File: config.mk
export PLATFORM = sky130hd
export DESIGN_NAME = iowrite_flat
export DESIGN_NICKNAME = d
export VERILOG_FILES = /design/src/rtl/iowrite_if.sv /design/src/rtl/iowrite.sv /design/src/flat_wrapper.sv
export SDC_FILE = /design/constraint.sdc
export NUM_CORES = 1
export LEC_CHECK = 0
export ABC_AREA = 0
export BUFFER_PORTS_ARGS = -buffer_cell sky130_fd_sc_hd__buf_4
export CAP_MARGIN = 40
export CORE_MARGIN = 3
export CORE_UTILIZATION = 45
export DETAILED_ROUTE_END_ITERATION = 10
export PLACE_DENSITY = 0.65
export RECOVER_POWER = 25
export SYNTH_ARGS = -nofsm -noshare
export SYNTH_HDL_FRONTEND = slang
export SYNTH_SLANG_ARGS = --single-unit
File: constraint.sdc
create_clock -name clk -period 3.1 [get_ports clk]
set_clock_uncertainty 0.1 [all_clocks]
set_input_delay 0.31 -clock clk [delete_from_list [all_inputs] [get_ports clk]]
set_output_delay 0.31 -clock clk [all_outputs]
set_load 0.05 [all_outputs]
File: src/rtl/iowrite_if.sv
// CPU-side write bus into the output-device port: strobe, target selects,
// store data, and the returned write-complete pulse.
interface iowrite_if;
  logic        iow;
  logic        ledCtrl1;
  logic        ledCtrl2;
  logic        segCtrl;
  logic [31:0] iowrite_data;
  logic        isIOWriteOK;

  modport master (
    output iow, ledCtrl1, ledCtrl2, segCtrl, iowrite_data,
    input  isIOWriteOK
  );

  modport slave (
    input  iow, ledCtrl1, ledCtrl2, segCtrl, iowrite_data,
    output isIOWriteOK
  );
endinterface

File: src/rtl/iowrite.sv
// Output-device write port: LED register, 32-bit seven-segment value register
// and an 8-digit time-multiplexed display scan.
module iowrite #(
  parameter int SCAN_DIV = 100000
) (
  input  logic        clk,
  input  logic        reset,
  iowrite_if.slave    bus,
  output logic [15:0] led,
  output logic [7:0]  seg_en,
  output logic [7:0]  seg_out
);

  localparam int CNT_W = (SCAN_DIV > 2) ? $clog2(SCAN_DIV) : 1;
  localparam logic [CNT_W-1:0] CNT_MAX = CNT_W'(SCAN_DIV - 1);

  logic [31:0]      seg_value;
  logic             seg_valid;
  logic [CNT_W-1:0] scan_cnt;
  logic [2:0]       digit_idx;
  logic             wr_accept;
  logic [3:0]       cur_nibble;

  function automatic logic [7:0] seg_decode(input logic [3:0] nib);
    logic [7:0] s;
    case (nib)
      4'h0: s = 8'hC0;
      4'h1: s = 8'hF9;
      4'h2: s = 8'hA4;
      4'h3: s = 8'hB0;
      4'h4: s = 8'h99;
      4'h5: s = 8'h92;
      4'h6: s = 8'h82;
      4'h7: s = 8'hF8;
      4'h8: s = 8'h80;
      4'h9: s = 8'h90;
      4'hA: s = 8'h88;
      4'hB: s = 8'h83;
      4'hC: s = 8'hC6;
      4'hD: s = 8'hA1;
      4'hE: s = 8'h86;
      default: s = 8'h8E;
    endcase
    return s;
  endfunction

  always_comb begin
    wr_accept  = bus.iow & (bus.ledCtrl1 | bus.ledCtrl2 | bus.segCtrl);
    cur_nibble = seg_value[{digit_idx, 2'b00} +: 4];
  end

  // Write capture: one target per accepted cycle, ledCtrl1 > ledCtrl2 > segCtrl.
  always_ff @(posedge clk) begin
    if (!reset) begin
      led             <= 16'h0000;
      seg_value       <= 32'h0000_0000;
      seg_valid       <= 1'b0;
      bus.isIOWriteOK <= 1'b0;
    end else begin
      bus.isIOWriteOK <= wr_accept;
      if (bus.iow) begin
        if (bus.ledCtrl1) begin
          led[15:8] <= bus.iowrite_data[7:0];
        end else if (bus.ledCtrl2) begin
          led[7:0] <= bus.iowrite_data[7:0];
        end else if (bus.segCtrl) begin
          seg_value <= bus.iowrite_data;
          seg_valid <= 1'b1;
        end
      end
    end
  end

  // Scan timing: free-running dwell counter steps the digit index.
  always_ff @(posedge clk) begin
    if (!reset) begin
      scan_cnt  <= '0;
      digit_idx <= 3'd0;
    end else if (scan_cnt == CNT_MAX) begin
      scan_cnt  <= '0;
      digit_idx <= digit_idx + 3'd1;
    end else begin
      scan_cnt <= scan_cnt + 1'b1;
    end
  end

  // Display register: reflects the pre-edge index and value, so it trails by a cycle.
  always_ff @(posedge clk) begin
    if (!reset) begin
      seg_en  <= 8'hFF;
      seg_out <= 8'hFF;
    end else if (seg_valid) begin
      seg_en  <= ~(8'b0000_0001 << digit_idx);
      seg_out <= seg_decode(cur_nibble);
    end else begin
      seg_en  <= 8'hFF;
      seg_out <= 8'hFF;
    end
  end

endmodule

File: src/flat_wrapper.sv
// flat-port wrapper written by rule: the top's interface ports become plain ports
module iowrite_flat 
#(
  parameter int SCAN_DIV = 100000
)
  (clk, reset, led, seg_en, seg_out, bus_iow, bus_ledCtrl1, bus_ledCtrl2, bus_segCtrl, bus_iowrite_data, bus_isIOWriteOK);
  iowrite_if bus_i ();
  input  logic clk;
  input  logic reset;
  output logic [15:0] led;
  output logic [7:0] seg_en;
  output logic [7:0] seg_out;
  input wire logic [$bits(bus_i.iow)-1:0] bus_iow;
  input wire logic [$bits(bus_i.ledCtrl1)-1:0] bus_ledCtrl1;
  input wire logic [$bits(bus_i.ledCtrl2)-1:0] bus_ledCtrl2;
  input wire logic [$bits(bus_i.segCtrl)-1:0] bus_segCtrl;
  input wire logic [$bits(bus_i.iowrite_data)-1:0] bus_iowrite_data;
  output wire logic [$bits(bus_i.isIOWriteOK)-1:0] bus_isIOWriteOK;
  assign bus_i.iow = bus_iow;
  assign bus_i.ledCtrl1 = bus_ledCtrl1;
  assign bus_i.ledCtrl2 = bus_ledCtrl2;
  assign bus_i.segCtrl = bus_segCtrl;
  assign bus_i.iowrite_data = bus_iowrite_data;
  assign bus_isIOWriteOK = bus_i.isIOWriteOK;
  iowrite #(.SCAN_DIV(SCAN_DIV)) u_core (.clk(clk), .reset(reset), .bus(bus_i), .led(led), .seg_en(seg_en), .seg_out(seg_out));
endmodule
Yosys cells after proc, flatten, opt, wreduce, memory -nomap -nowiden
Memories as Yosys holds them, arrays and structs flattened. A register that Yosys moved wholly into a read port is not among the register bits.
Index checks and enable logic that the tools add are counted.
{"block": "word_totals", "inputBits": 38, "reg_bits": 86, "elab_cells": 28, "out_inout_bits": 33, "n_memories": 1, "mem_bits_ro": 112}
{"name": "(no name shown)", "depth": 16, "word_bits": 7, "rd": 1, "rd_clocked_by_memory_dff": 1, "write_ports": 0, "line": "iowrite.sv:26", "rtl": "case (nib)"}
{"block": "classes", "eq_ne": 1, "n_shift": 2, "reduce_logical": 6, "n_bitwise": 7, "addsub": 2}
{"operator": "indexed part select 32 x 6 -> 4 bit", "n": 1}
{"operator": "adder 17 x 1 -> 17 bit (second input constant)", "n": 1}
{"operator": "== test 17 bit (second input constant)", "n": 1}
{"operator": "NOT 8 bit", "n": 1}
{"operator": "left shift 1 x 3 -> 8 bit (first input constant)", "n": 1}
{"operator": "AND reduction 2 bit", "n": 2}
{"operator": "AND reduction 4 bit", "n": 1}
{"operator": "adder 3 x 1 -> 3 bit (second input constant)", "n": 1}
{"operator": "NOT 1 bit", "n": 3}
{"operator": "AND reduction 3 bit", "n": 1}
{"operator": "bitwise OR 1 bit", "n": 2}
{"operator": "OR reduction 2 bit", "n": 1}
{"operator": "AND 1 bit", "n": 1}
{"operator": "logical NOT 1 bit", "n": 1}

Logic depth before layout (Yosys ltp)
Gate-level depths: netlist of the first run.
{"block": "depth", "ltp_word": 3, "depth_mapped": 9, "ltp_nobuf": 8}

Worst setup path before layout of the first run
OpenSTA, ideal clock, no wires.
{"block": "synth_timing", "path_type": "register -> register", "start": "reg u_core.digit_idx[1]", "end": "reg u_core.seg_out[6]", "slack_ns": 0.899, "synth_period_minus_slack_ns": 2.201, "arrival_ns": 1.964, "setup_time_ns": 0.137, "path_stages_with_launch": 8, "cell_sequence": "dfxtp_1 > buf_2 > mux4_2 > mux2_2 > ha_1 > mux2_4 > nand2_1 > o211ai_2"}
{"block": "synth_between", "elab_chain_cells": 1}
{"item": "from (decl)", "line": "iowrite.sv:20", "rtl": "logic [2:0] digit_idx;"}
{"item": "from (signal assigned)", "line": "iowrite.sv:81", "rtl": "digit_idx <= digit_idx + 3'd1;"}
{"item": "indexed part select 32 x 6 -> 4 bit", "line": "iowrite.sv:49", "rtl": "cur_nibble = seg_value[{digit_idx, 2'b00} +: 4];"}
{"item": "to (decl)", "line": "iowrite.sv:11", "rtl": "output logic [7:0] seg_out"}
Every way passes these cells.
A chain may end at the register's enable or synchronous reset.

Final worst setup path of the first run
{"block": "layout_timing", "start": "reg u_core.digit_idx[1]", "end": "reg u_core.seg_out[3]"}
Same word-level chain as after synthesis.

==> results of run 1 <==
## flip-flops by register name, indices dropped and copies added, names as in the netlist
register	flops
u_core.bus.isIOWriteOK	1
u_core.digit_idx	3
u_core.led	16
u_core.scan_cnt	17
u_core.seg_en	8
u_core.seg_out	7
u_core.seg_valid	1
u_core.seg_value	32
## routing by layer
| layer | share of wire, % | vias to the layer above | GRT usage, % |
|---|---|---|---|
| met5 | 0 | - | 0 |
| met4 | 1.8 | 0 | 6.371 |
| met3 | 4.5 | 13 | 3.533 |
| met2 | 45 | 68 | 26.75 |
| met1 | 48 | 1275 | 22.21 |
| li1 | - | 1464 | - |
## synth_stat cells (all sizes together) (4+ instances only)
cell type and number:
buf 6, inv 8, and2 5, mux2 4
a21boi 40, mux2i 16, mux4 6, ha 13
clkbuf 17, nand2 95, nand3 18, nor2b 10
xor2 8, o221ai 4, nor2 29, xnor2 8
dfxtp 85
## kinds of logic (layout without fill, tap and decap cells)
family / count (synthesis) / in the layout
flip-flops: 85 / 85
other: 1 / 1
multiplexers: 26 / 26
AO/OA/AOI/OAI: 58 / 58
adder cells (fa/ha/maj): 13 / 13
AND/OR/NAND/NOR: 174 / 174
buffers and inverters: 31 / 96
XOR/XNOR: 16 / 16
## final cells by class
cell class,count,share of cell area (%)
clock inverter,3,1.012
sequential,85,38.25
tap,102,2.868
inverter,8,0.6749
multi-input combinational,288,42.38
timing repair buffer,72,11.47
clock buffer,13,3.346
## through the flow
stage	worst slack (ns)	std cells	util, %	cell area (sq um)	hold WS [ns]
final	0.5500	571	56.41	4449	0.1123
after global routing	0.3033	571	56.41	4449	0.1148
after CTS	0.5846	571	56.79	4479	0.09863
after detailed placement	0.6015	555	54.33	4285	0.3555
after global placement	0.6929	555	54.33	4285	0.3418
after floorplan	0.8991	404	-	3722	0.3296
## worst reg2reg max path, delay by kind of cell, from the launching register on
| family | cells | cell delay [ns] |
|---|---|---|
| adders and majority gates | 1 | 0.25 |
| DFF | 1 | 0.61 |
| muxes | 1 | 0.56 |
| buffers and inverters | 1 | 0.08 |
| AOI/OAI and AO/OA | 3 | 0.57 |
| and+or+nand+nor | 2 | 0.25 |
## final timing paths
check	end	start	slack (ns)	cells after the start
max	u_core.seg_out[3]	u_core.digit_idx[1]	0.55	8
min	u_core.bus.isIOWriteOK	bus_segCtrl	0.11	2
max reg2reg	u_core.seg_out[3]	u_core.digit_idx[1]	0.55	8
min reg2reg	u_core.seg_value[3]	u_core.seg_value[3]	0.36	2
## power groups by stage
stage,clock network [mW],logic (mW),registers [mW]
after global routing,0.831,0.197,1.13
after detailed placement,0,0.183,1.15
final,0.767,0.180,1.13
after CTS,0.789,0.183,1.13
after global placement,0,0.180,1.15
after floorplan,0,0.0747,1.19
==> impl_metrics.ini, run 1 <==
[yosys]
ys_types = 51
synth-adder-area-share_pct = 4.370
syn_avg_cell_area_sq_um = 9.214
synth-warning-count = 0
synth_cells = 404
ys_seq_area_share_pct = 45.71
synthMuxAreaShare_pct = 9.580
synthSimpleGateAreaFrac_pct = 20.81
synth_top_family_by_area = simple AND/OR/NAND/NOR gates
syn_nets = 455
async_flop_share_pct = 0
synth_top_flop_cell = dfxtp_1
synth_seq_cells = 85
synth_edf_count = 0
syn_area_sq_mm = 0.003722
synth_top_area_share_pct = 45.71
synth_xor_area_share_pct = 3.765
synth_top_cell_by_area = dfxtp_1
synth_compound_area_share_pct = 12.03
synthTopCellsByArea = dfxtp_1, nand2_1, a21boi_0, ha_1, mux2i_1

[sta]
hold_violations = 0
slew_headroom_pct = 5.630
fin_crit_ns = 2.550
rsz0062_at_grt = no
setup_tns_ns = 0
timing.final.crit_share_pct = 82.26
slew_violations = 0
worst_slew_pin_slew_ns = 1.416
timing.fmax_ghz = 0.3922
setup_viol = 0

[setup_path]
cp_slowest_cell = dfxtp_1
worstSetupPathType = flop to flop
crit_arrival_ns = 2.65
required_ns = 3.20
cp-start-kind = flop
cp_max_fo = 12
critPathBufInv = 1
cp-end-kind = flop
crit_family = flip-flops
timing.critical_path.mode_cell = nand2_1
cp_cell_sequence = mux4_2 -> nand2_1 -> nand2_1 -> ha_1 -> inv_1 -> a21oi_1 -> a2111oi_0 -> a31oi_1
critical-path-max-stage-delay_ns = 0.61

[clock_network]
htree_levels = 3
cts_hold_buf = 0
cts_resized = 0
cts_buffer_depth = 2
root_buffer = clkbuf_8
cts_tree = built
cts_buffers = 9
clock_latency_ns = 0.34
postCtsSetupBuffers = 0
cts.sinks = 85
clk_pin_slew_ns = 0.08

[routing]
drcViolationCount = 0
wl_per_cell_um = 13.36
firstDrtPassIters = 4
num_vias = 2820
wirelength_um = 7631
ant_nets = 0
via_per_inst = 4.939
drtIter0Drc = 69

[layout]
fin_nets = 515
seq_area_sq_mm = 0.001702
multiInputGateArea_sq_mm = 0.001886
nFillCells = 758
drive_gt1_share_pct = 20.68
final_common_cell = nand2_1
diodes = 0
final_cell_mix = nand2_1, dfxtp_1, buf_4
syn_to_final_growth_pct = 19.53

[global_route]
grt_use_total_pct = 16.74
overflow = 0
antenna_found_initial = 0
grt_start_max_net_pins = 57
grt_pass1_vias = 2827
grt_pass1_wl_um = 13090

[pwr]
switching_power_uw = 488.4
p_sw_share_pct = 23.54
internal_power_mw = 1.586
combPwrFrac_pct = 8.7
power.share.clock_pct = 37.0
p_per_area_mw_per_mm2 = 466.2
max-vdd-ir-drop_v = 0.0002948
fin_total_pwr_mw = 2.074
p_leak_nw = 1.718
pwr-share-seq_pct = 54.4

[place]
hpwlAfterDp_um = 5473
gp_congestion = 0.8430
port_buffers = 69

[status]
status = finished, final reports clean

[flow_run]
max-cap-violations = 0

[floorplan]
die_h_um = 96.95
core_sq_mm = 0.007888
initial_core_util_pct = 47.19
rows = 32
dieArea_sq_mm = 0.009399
fp.dieW_um = 96.95
ios = 71

[min_path]
min_path_type = input pin to flop
Power figures use the tool's default switching activity.
==> run 2: changes to the inputs <==
--- a/config.mk
+++ b/config.mk
@@ -11,7 +11,7 @@
 export CORE_MARGIN = 3
 export CORE_UTILIZATION = 45
 export DETAILED_ROUTE_END_ITERATION = 10
-export PLACE_DENSITY = 0.65
+export PLACE_DENSITY = 0.68
 export RECOVER_POWER = 25
 export SYNTH_ARGS = -nofsm -noshare
 export SYNTH_HDL_FRONTEND = slang
==> constraint.sdc (replaced) <==
create_clock -name clk -period 2.1 [get_ports clk]
set_clock_uncertainty 0.1 [all_clocks]
set_input_delay 0.21 -clock clk [delete_from_list [all_inputs] [get_ports clk]]
set_output_delay 0.21 -clock clk [all_outputs]
set_load 0.05 [all_outputs]
==> run 2 against run 1 <==
Compared with the run above: clock-buffer cell count decreased by 3; fmax increased by 25%; largest power group unchanged; first-iteration DRC count rose by 25%.
==> impl_metrics.ini, run 2 (synthesis results as in run 1) <==
[routing]
wl_per_cell_um = 13.35
firstDrtPassIters = 4
drcViolationCount = 0
via_per_inst = 4.983
wirelength_um = 7822
ant_nets = 0
num_vias = 2920
drtIter0Drc = 86

[pwr]
p_leak_nw = 1.835
max-vdd-ir-drop_v = 0.0004431
p_per_area_mw_per_mm2 = 730.2

[setup_path]
crit_arrival_ns = 2.16
worstSetupPathType = flop to flop
cp-end-kind = flop
required_ns = 2.21
cp_max_fo = 5
cp-start-kind = flop

[status]
status = finished, final reports clean

[clock_network]
cts.sinks = 85
clk_pin_slew_ns = 0.09
clock_latency_ns = 0.34
cts_buffer_depth = 2
htree_levels = 3
root_buffer = clkbuf_8
cts_buffers = 9
cts_tree = built

[global_route]
grt_use_total_pct = 16.88
grt_pass1_vias = 2839
overflow = 0
grt_start_max_net_pins = 55
antenna_found_initial = 0
grt_pass1_wl_um = 13260

[sta]
slew_violations = 0
hold_violations = 0
worst_slew_pin_slew_ns = 0.8398
slew_headroom_pct = 44.01
setup_viol = 0
timing.fmax_ghz = 0.4882
fin_crit_ns = 2.048
setup_tns_ns = 0
timing.final.crit_share_pct = 97.53
rsz0062_at_grt = yes

[place]
port_buffers = 69
hpwlAfterDp_um = 5447
gp_congestion = 0.8315

[layout]
multiInputGateArea_sq_mm = 0.001967
drive_gt1_share_pct = 25.41
diodes = 0
final_common_cell = nand2_1
final_cell_mix = nand2_1, dfxtp_1, buf_4
seq_area_sq_mm = 0.001708
largest_reg_flops = 32
nFillCells = 693
largestRegisters = u_core.seg_value: 32 flops, u_core.scan_cnt: 17 flops, u_core.led: 16 flops
post-route-util_pct = 59.98
fin_nets = 530
syn_to_final_growth_pct = 27.09
regMostFlops = u_core.seg_value

[floorplan]
die_h_um = 96.95
fp.dieW_um = 96.95
initial_core_util_pct = 47.19
dieArea_sq_mm = 0.009399
core_sq_mm = 0.007888
ios = 71
rows = 32

[flow_run]
max-cap-violations = 0

[min_path]
min_path_type = input pin to flop
## run 2: changes by cell type in the layout (fill, tap and decap cells not counted), sizes merged
cell / delta
clkbuf: +2
dlygate4sd3: +2
clkinvlp: -2
buf: +8
bufinv: +3
clkinv: +2
## run 2: repair_timing
item	CTS	global route
gates resized for setup	4	19
buffers inserted	0	2
setup endpoints to repair	6	4
hold buffers	2	0
pin swaps	0	4
hold endpoints to repair	2	0
## run 2: per-layer routing
layer  vias to the layer above  track usage (%)  part of all wire (%)  routed length, um
li1                       1500                -                     -                  -
met1                      1350            21.70                    46               3624
met2                        66            27.87                    49               3800
met3                         4            4.614                   4.6                360
met4                         0            4.644                  0.47                 37
met5                         -                0                     0                  0
## run 2: final timing paths
| path | start | endpoint | slack [ns] | depth (start not counted) |
|---|---|---|---|---|
| hold / removal | bus_iowrite_data[10] | u_core.seg_value[10] | 0.02 | 3 |
| setup / recovery | u_core.digit_idx[1] | u_core.seg_out[6] | 0.05 | 6 |
| setup reg to reg | u_core.digit_idx[1] | u_core.seg_out[6] | 0.05 | 6 |
| hold reg to reg | u_core.scan_cnt[0] | u_core.scan_cnt[0] | 0.36 | 1 |
## run 2: layout make-up
class	instances	share of cell area, %
Multi-Input combinational cell	288	41.58
Sequential cell	85	36.10
Timing Repair Buffer	87	13.14
Clock buffer	10	2.909
Clock inverter	6	2.830
Tap cell	102	2.698
Inverter	8	0.7405
## run 2: power by group
part | switching (mW) | leakage [nW] | internal, mW | total, mW
Clock | 0.567 | 0.136 | 0.943 | 1.51
Sequential | 0.0202 | 0.691 | 1.64 | 1.66
Combinational | 0.159 | 1.01 | 0.122 | 0.281
## run 2: critical path: stages (launching register included)
cell	delay, ns
dfxtp_4	0.39
mux4_2	0.50
mux2_4	0.34
ha_4	0.19
mux2_4	0.26
nand2_2	0.06
o211ai_2	0.08
## run 2: metrics by stage
stage | power, mW | setup slack, ns | hold WS [ns] | cell area (sq um) | std cells
2_1_floorplan | 1.865 | 0.01253 | 0.2549 | 3737 | 404
3_3_place_gp | 1.973 | -0.05265 | 0.3416 | 4377 | 566
3_5_place_dp | 1.978 | -0.1780 | 0.3541 | 4377 | 566
4_1_cts | 3.492 | 0.01632 | 0.008680 | 4678 | 584
5_1_grt | 3.590 | -0.02416 | 0.01226 | 4731 | 586
6_report | 3.455 | 0.05186 | 0.02426 | 4731 | 586
